### src/rtl/multicycle_main_fsm.sv
// Main control FSM of the RV32I multicycle core: sequences fetch/decode/execute/mem/writeback
// and drives the Moore datapath selects, including the writeback result_src.
module multicycle_main_fsm #(
    parameter int USE_MEM_READY = 1
) (
    input  logic       clk,
    input  logic       rst_n,
    input  logic [6:0] opcode,
    input  logic       zero,
    input  logic       mem_ready,
    output logic       pc_write,
    output logic       adr_src,
    output logic       mem_write,
    output logic       ir_write,
    output logic       reg_write,
    output logic [1:0] alu_src_a,
    output logic [1:0] alu_src_b,
    output logic [1:0] alu_op,
    output logic [1:0] result_src,
    output logic       retire,
    output logic       illegal_instr,
    output logic [3:0] state_dbg
);

    // Same encoding as ResultSource_pkg::ResultSource_t in the writeback mux.
    typedef enum logic [1:0] {
        RESULT_FROM_ALU = 2'b00,
        RESULT_FROM_MEM = 2'b01,
        RESULT_FROM_PC4 = 2'b10
    } result_src_t;

    typedef enum logic [3:0] {
        S_FETCH    = 4'd0,
        S_DECODE   = 4'd1,
        S_MEMADR   = 4'd2,
        S_MEMREAD  = 4'd3,
        S_MEMWB    = 4'd4,
        S_MEMWRITE = 4'd5,
        S_EXECR    = 4'd6,
        S_EXECI    = 4'd7,
        S_ALUWB    = 4'd8,
        S_BEQ      = 4'd9,
        S_JAL      = 4'd10
    } state_t;

    localparam logic [6:0] OP_LW   = 7'b0000011;
    localparam logic [6:0] OP_SW   = 7'b0100011;
    localparam logic [6:0] OP_R    = 7'b0110011;
    localparam logic [6:0] OP_I    = 7'b0010011;
    localparam logic [6:0] OP_BEQ  = 7'b1100011;
    localparam logic [6:0] OP_JAL  = 7'b1101111;

    state_t      state, state_nxt;
    result_src_t res_sel;
    logic        mr;
    logic        pc_update, branch;
    logic        mem_write_c, ir_write_c, reg_write_c, retire_c, illegal_c;

    assign mr = (USE_MEM_READY != 0) ? mem_ready : 1'b1;

    always_ff @(posedge clk or negedge rst_n) begin
        if (!rst_n) state <= S_FETCH;
        else        state <= state_nxt;
    end

    always_comb begin
        state_nxt   = S_FETCH;
        pc_update   = 1'b0;
        branch      = 1'b0;
        adr_src     = 1'b0;
        mem_write_c = 1'b0;
        ir_write_c  = 1'b0;
        reg_write_c = 1'b0;
        retire_c    = 1'b0;
        illegal_c   = 1'b0;
        alu_src_a   = 2'b00;
        alu_src_b   = 2'b00;
        alu_op      = 2'b00;
        res_sel     = RESULT_FROM_ALU;
        unique case (state)
            S_FETCH: begin
                alu_src_b  = 2'b10;
                res_sel    = RESULT_FROM_PC4;
                ir_write_c = mr;
                pc_update  = mr;
                state_nxt  = mr ? S_DECODE : S_FETCH;
            end
            S_DECODE: begin
                // Branch target precomputed into ALUOut for BEQ.
                alu_src_a = 2'b01;
                alu_src_b = 2'b01;
                case (opcode)
                    OP_LW, OP_SW: state_nxt = S_MEMADR;
                    OP_R:         state_nxt = S_EXECR;
                    OP_I:         state_nxt = S_EXECI;
                    OP_BEQ:       state_nxt = S_BEQ;
                    OP_JAL:       state_nxt = S_JAL;
                    default: begin
                        illegal_c = 1'b1;
                        state_nxt = S_FETCH;
                    end
                endcase
            end
            S_MEMADR: begin
                alu_src_a = 2'b10;
                alu_src_b = 2'b01;
                state_nxt = opcode[5] ? S_MEMWRITE : S_MEMREAD;
            end
            S_MEMREAD: begin
                adr_src   = 1'b1;
                state_nxt = mr ? S_MEMWB : S_MEMREAD;
            end
            S_MEMWB: begin
                res_sel     = RESULT_FROM_MEM;
                reg_write_c = 1'b1;
                retire_c    = 1'b1;
            end
            S_MEMWRITE: begin
                adr_src     = 1'b1;
                mem_write_c = 1'b1;
                retire_c    = mr;
                state_nxt   = mr ? S_FETCH : S_MEMWRITE;
            end
            S_EXECR: begin
                alu_src_a = 2'b10;
                alu_op    = 2'b10;
                state_nxt = S_ALUWB;
            end
            S_EXECI: begin
                alu_src_a = 2'b10;
                alu_src_b = 2'b01;
                alu_op    = 2'b10;
                state_nxt = S_ALUWB;
            end
            S_ALUWB: begin
                reg_write_c = 1'b1;
                retire_c    = 1'b1;
            end
            S_BEQ: begin
                alu_src_a = 2'b10;
                alu_op    = 2'b01;
                branch    = 1'b1;
                retire_c  = 1'b1;
            end
            S_JAL: begin
                // PC <= ALUOut (target), ALU forms OldPC+4 for the ALUWB link write.
                alu_src_a = 2'b01;
                alu_src_b = 2'b10;
                pc_update = 1'b1;
                state_nxt = S_ALUWB;
            end
            default: state_nxt = S_FETCH;
        endcase
    end

    // Enables are held low for as long as reset is asserted.
    assign pc_write      = rst_n & (pc_update | (branch & zero));
    assign mem_write     = rst_n & mem_write_c;
    assign ir_write      = rst_n & ir_write_c;
    assign reg_write     = rst_n & reg_write_c;
    assign retire        = rst_n & retire_c;
    assign illegal_instr = rst_n & illegal_c;
    assign result_src    = res_sel;
    assign state_dbg     = state;

endmodule
### config.mk
export PLATFORM = sky130hd
export DESIGN_NAME = multicycle_main_fsm
export DESIGN_NICKNAME = d
export VERILOG_FILES = /design/src/rtl/multicycle_main_fsm.sv
export SDC_FILE = /design/constraint.sdc
export NUM_CORES = 1
export LEC_CHECK = 0
export CORE_MARGIN = 3
export CORE_UTILIZATION = 43
export CTS_BUF_LIST = sky130_fd_sc_hd__clkbuf_8
export CTS_CLUSTER_SIZE = 10
export DETAILED_ROUTE_END_ITERATION = 10
export GPL_TIMING_DRIVEN = 0
export PLACE_DENSITY = 0.87
export SETUP_SLACK_MARGIN = 0.05
export SYNTH_ARGS = -nofsm -noshare
export SYNTH_HDL_FRONTEND = slang
export SYNTH_SLANG_ARGS = --single-unit
### constraint.sdc
create_clock -name clk -period 1.9 [get_ports clk]
set_input_delay 0.19 -clock clk [delete_from_list [all_inputs] [get_ports clk]]
set_output_delay 0.19 -clock clk [all_outputs]
set_load 0.05 [all_outputs]
==> impl_metrics.tcl <==
set metrics [dict create \
    ctsHtreeMaxLevel 1 \
    syn_area_per_cell_um2 7.78 \
    reg2reg_slack_ps 490 \
    grt_max_degree 11 \
    numPortBuffers 29 \
    overflow 0 \
    final_common_cell "clkdlybuf4s50_1" \
    num_rows 12 \
    crit_path_start "state_dbg[3]$_DFF_PN0_" \
    setup.worst_path.class "flop to output pin" \
    clk_latency_ps 220 \
    die_w_um 42.3 \
    drive_gt1_frac 0.374 \
    syn_to_final_growth_pct 70.7 \
    r2r-end "state_dbg[2]$_DFF_PN0_" \
    largest_reg_flops 4 \
    synthArstFlopShare 1.00 \
    cts_tree "done" \
    crit_arrival_ps 1630 \
    drt_wl_total_mm 2.04 \
    hold_end "state_dbg[1]$_DFF_PN0_" \
    start_kind "flop" \
    cts_root_buf "clkbuf_8" \
    fin_setup_tns_ps 0 \
    layout.nets 120 \
    diodes 0 \
    p_per_area_nw_per_um2 568 \
    holdWs_ps 486 \
    r2r_start "state_dbg[3]$_DFF_PN0_" \
    max_slew_margin 0.671 \
    wl_per_cell_um 16.9 \
    syn_inst 73 \
    max_cap_viol_count 0 \
    mostFrequentLayoutCells "clkdlybuf4s50_1 (12), nor2_1 (7), nand2b_1 (6), buf_2 (6), nand2_1 (4)" \
    synth_ff_type "dfrtp_1" \
    ant_nets 0 \
    globalplace.congestion 0.794 \
    vdd_drop_max_mv 0.507 \
    fillers 82 \
    cts_sinks 4 \
    routed-via-count 713 \
    vias_per_cell 5.89 \
    design.core.area_um2 1170 \
    synth_area_um2 568 \
    initial_core_util 0.485 \
    grt.total_usage 0.203 \
    die_h_um 42.3 \
    slew_viol_final 0 \
    fmax_mhz 550 \
    antenna_found_initial 0 \
    cts_max_path_buffers 2 \
    dr.pass1.iters 4 \
    regArea_um2 104 \
    synth-edff-count 0 \
    num_io_pins 30 \
    grt_pass1_wl_mm 2.79 \
    min_path_cells 3 \
    synthesis.nets 84 \
    worst_setup_path_end_kind "output pin" \
    r2r.worst_path.cells 5 \
    period_minus_slack_ps 1820 \
    grt_pass1_vias 645 \
    hold_viol 0 \
    path_max_fanout 10 \
    outcome "finished, final reports clean" \
    fin_crit_sh 0.958 \
    die-area_um2 1790 \
    cp.required_ps 1710 \
    synth-warning-count 0 \
    drt-initial-drc-count 38 \
    cts_buffers 3 \
    drc 0 \
    rsz0062_at_grt "yes" \
    setup_viol 0 \
    multi_input_area_um2 477 \
    min-delay-start "mem_ready" \
    ys_seq_area_frac 0.176 \
    worstMarginPinSlew_ps 492 \
    hold_path.class "primary input to flop" \
    path_clk_slew_ps 40 \
    leakage_nw 0.441 \
    synth-seq-cells 4 \
    finClkSkew_ps 3.52 \
    ys_types 37 \
    dp_hpwl_mm 1.27 \
]
## stage by stage
step / utilization / instance area, um2 / cells / worst slack, ps / total power [mW]
after global routing: 0.828 / 970 / 121 / 8.54 / 0.568
final: 0.828 / 970 / 121 / 80.3 / 0.551
after floorplan: - / 631 / 73 / -231 / 0.278
after global placement: 0.801 / 938 / 116 / -536 / 0.363
after detailed placement: 0.801 / 938 / 116 / -554 / 0.368
after CTS: 0.831 / 973 / 119 / 51.3 / 0.541
## kinds of logic (layout without fill, tap and decap cells)
family          after synthesis  after routing  share of synthesized area
xor+xnor                      3              3                     0.0463
simple gates                 38             38                      0.407
compound gates               18             18                      0.238
flops                         4              4                      0.176
mux                           2              2                     0.0374
buf+inv                       8             42                     0.0947
## worst max-delay path by stage
stage	to	slack, ps	depth (start not counted)
2_1_floorplan	ir_write	-230	3
3_3_place_gp	pc_write	-540	5
3_5_place_dp	pc_write	-550	5
4_1_cts	alu_op[1]	50	4
5_1_grt	ir_write	9	4
6_report	ir_write	80	4
## power breakdown
group,switching [mW],internal (mW),total (mW)
logic,0.169,0.0970,0.266
registers,0.00863,0.0904,0.0990
clock network,0.0500,0.136,0.186
total,0.227,0.323,0.551
## cells in the mapped netlist, types with 2 or more instances
cell | n | area, um2
o21ai_0 | 2 | 10.0
a21o_1 | 3 | 22.5
a21oi_1 | 4 | 20.0
buf_6 | 2 | 22.5
nor3_1 | 3 | 15.0
nand2_1 | 4 | 15.0
dfrtp_1 | 4 | 100
nor4_1 | 2 | 12.5
nand3b_1 | 2 | 15.0
nor2_1 | 9 | 33.8
buf_4 | 2 | 15.0
nand2b_1 | 6 | 37.5
inv_1 | 3 | 11.3
xnor2_1 | 2 | 17.5
nor2b_1 | 3 | 18.8
## repair_timing
action | 4_1_cts | 5_1_grt
buffers inserted | 0 | 1
setup endpoints to repair | 15 | 13
hold buffers | 0 | 1
pin swaps | 0 | 3
gates resized for setup | 52 | 19
hold endpoints to repair | 0 | 4
## routing by layer
metal	share of wire	GRT usage	vias up
met2	0.53	0.343	42
met1	0.37	0.231	332
met5	0	0	-
met4	0.010	0.0932	0
met3	0.083	0.0601	2
li1	-	-	337
## final cells by class
cell class | count | share of cell area
Inverter | 3 | 0.0116
Sequential cell | 4 | 0.107
Timing Repair Buffer | 31 | 0.283
Multi-Input combinational cell | 61 | 0.492
Clock buffer | 3 | 0.0426
Tap cell | 14 | 0.0181
Buffer | 5 | 0.0465
## worst max-delay path, cell delays in order, from the launching register on
cell and delay (ps):
dfrtp_1 390, buf_6 150, clkbuf_4 190, nor4_2 270, clkdlybuf4s18_2 400
Power figures use the tool's default switching activity.
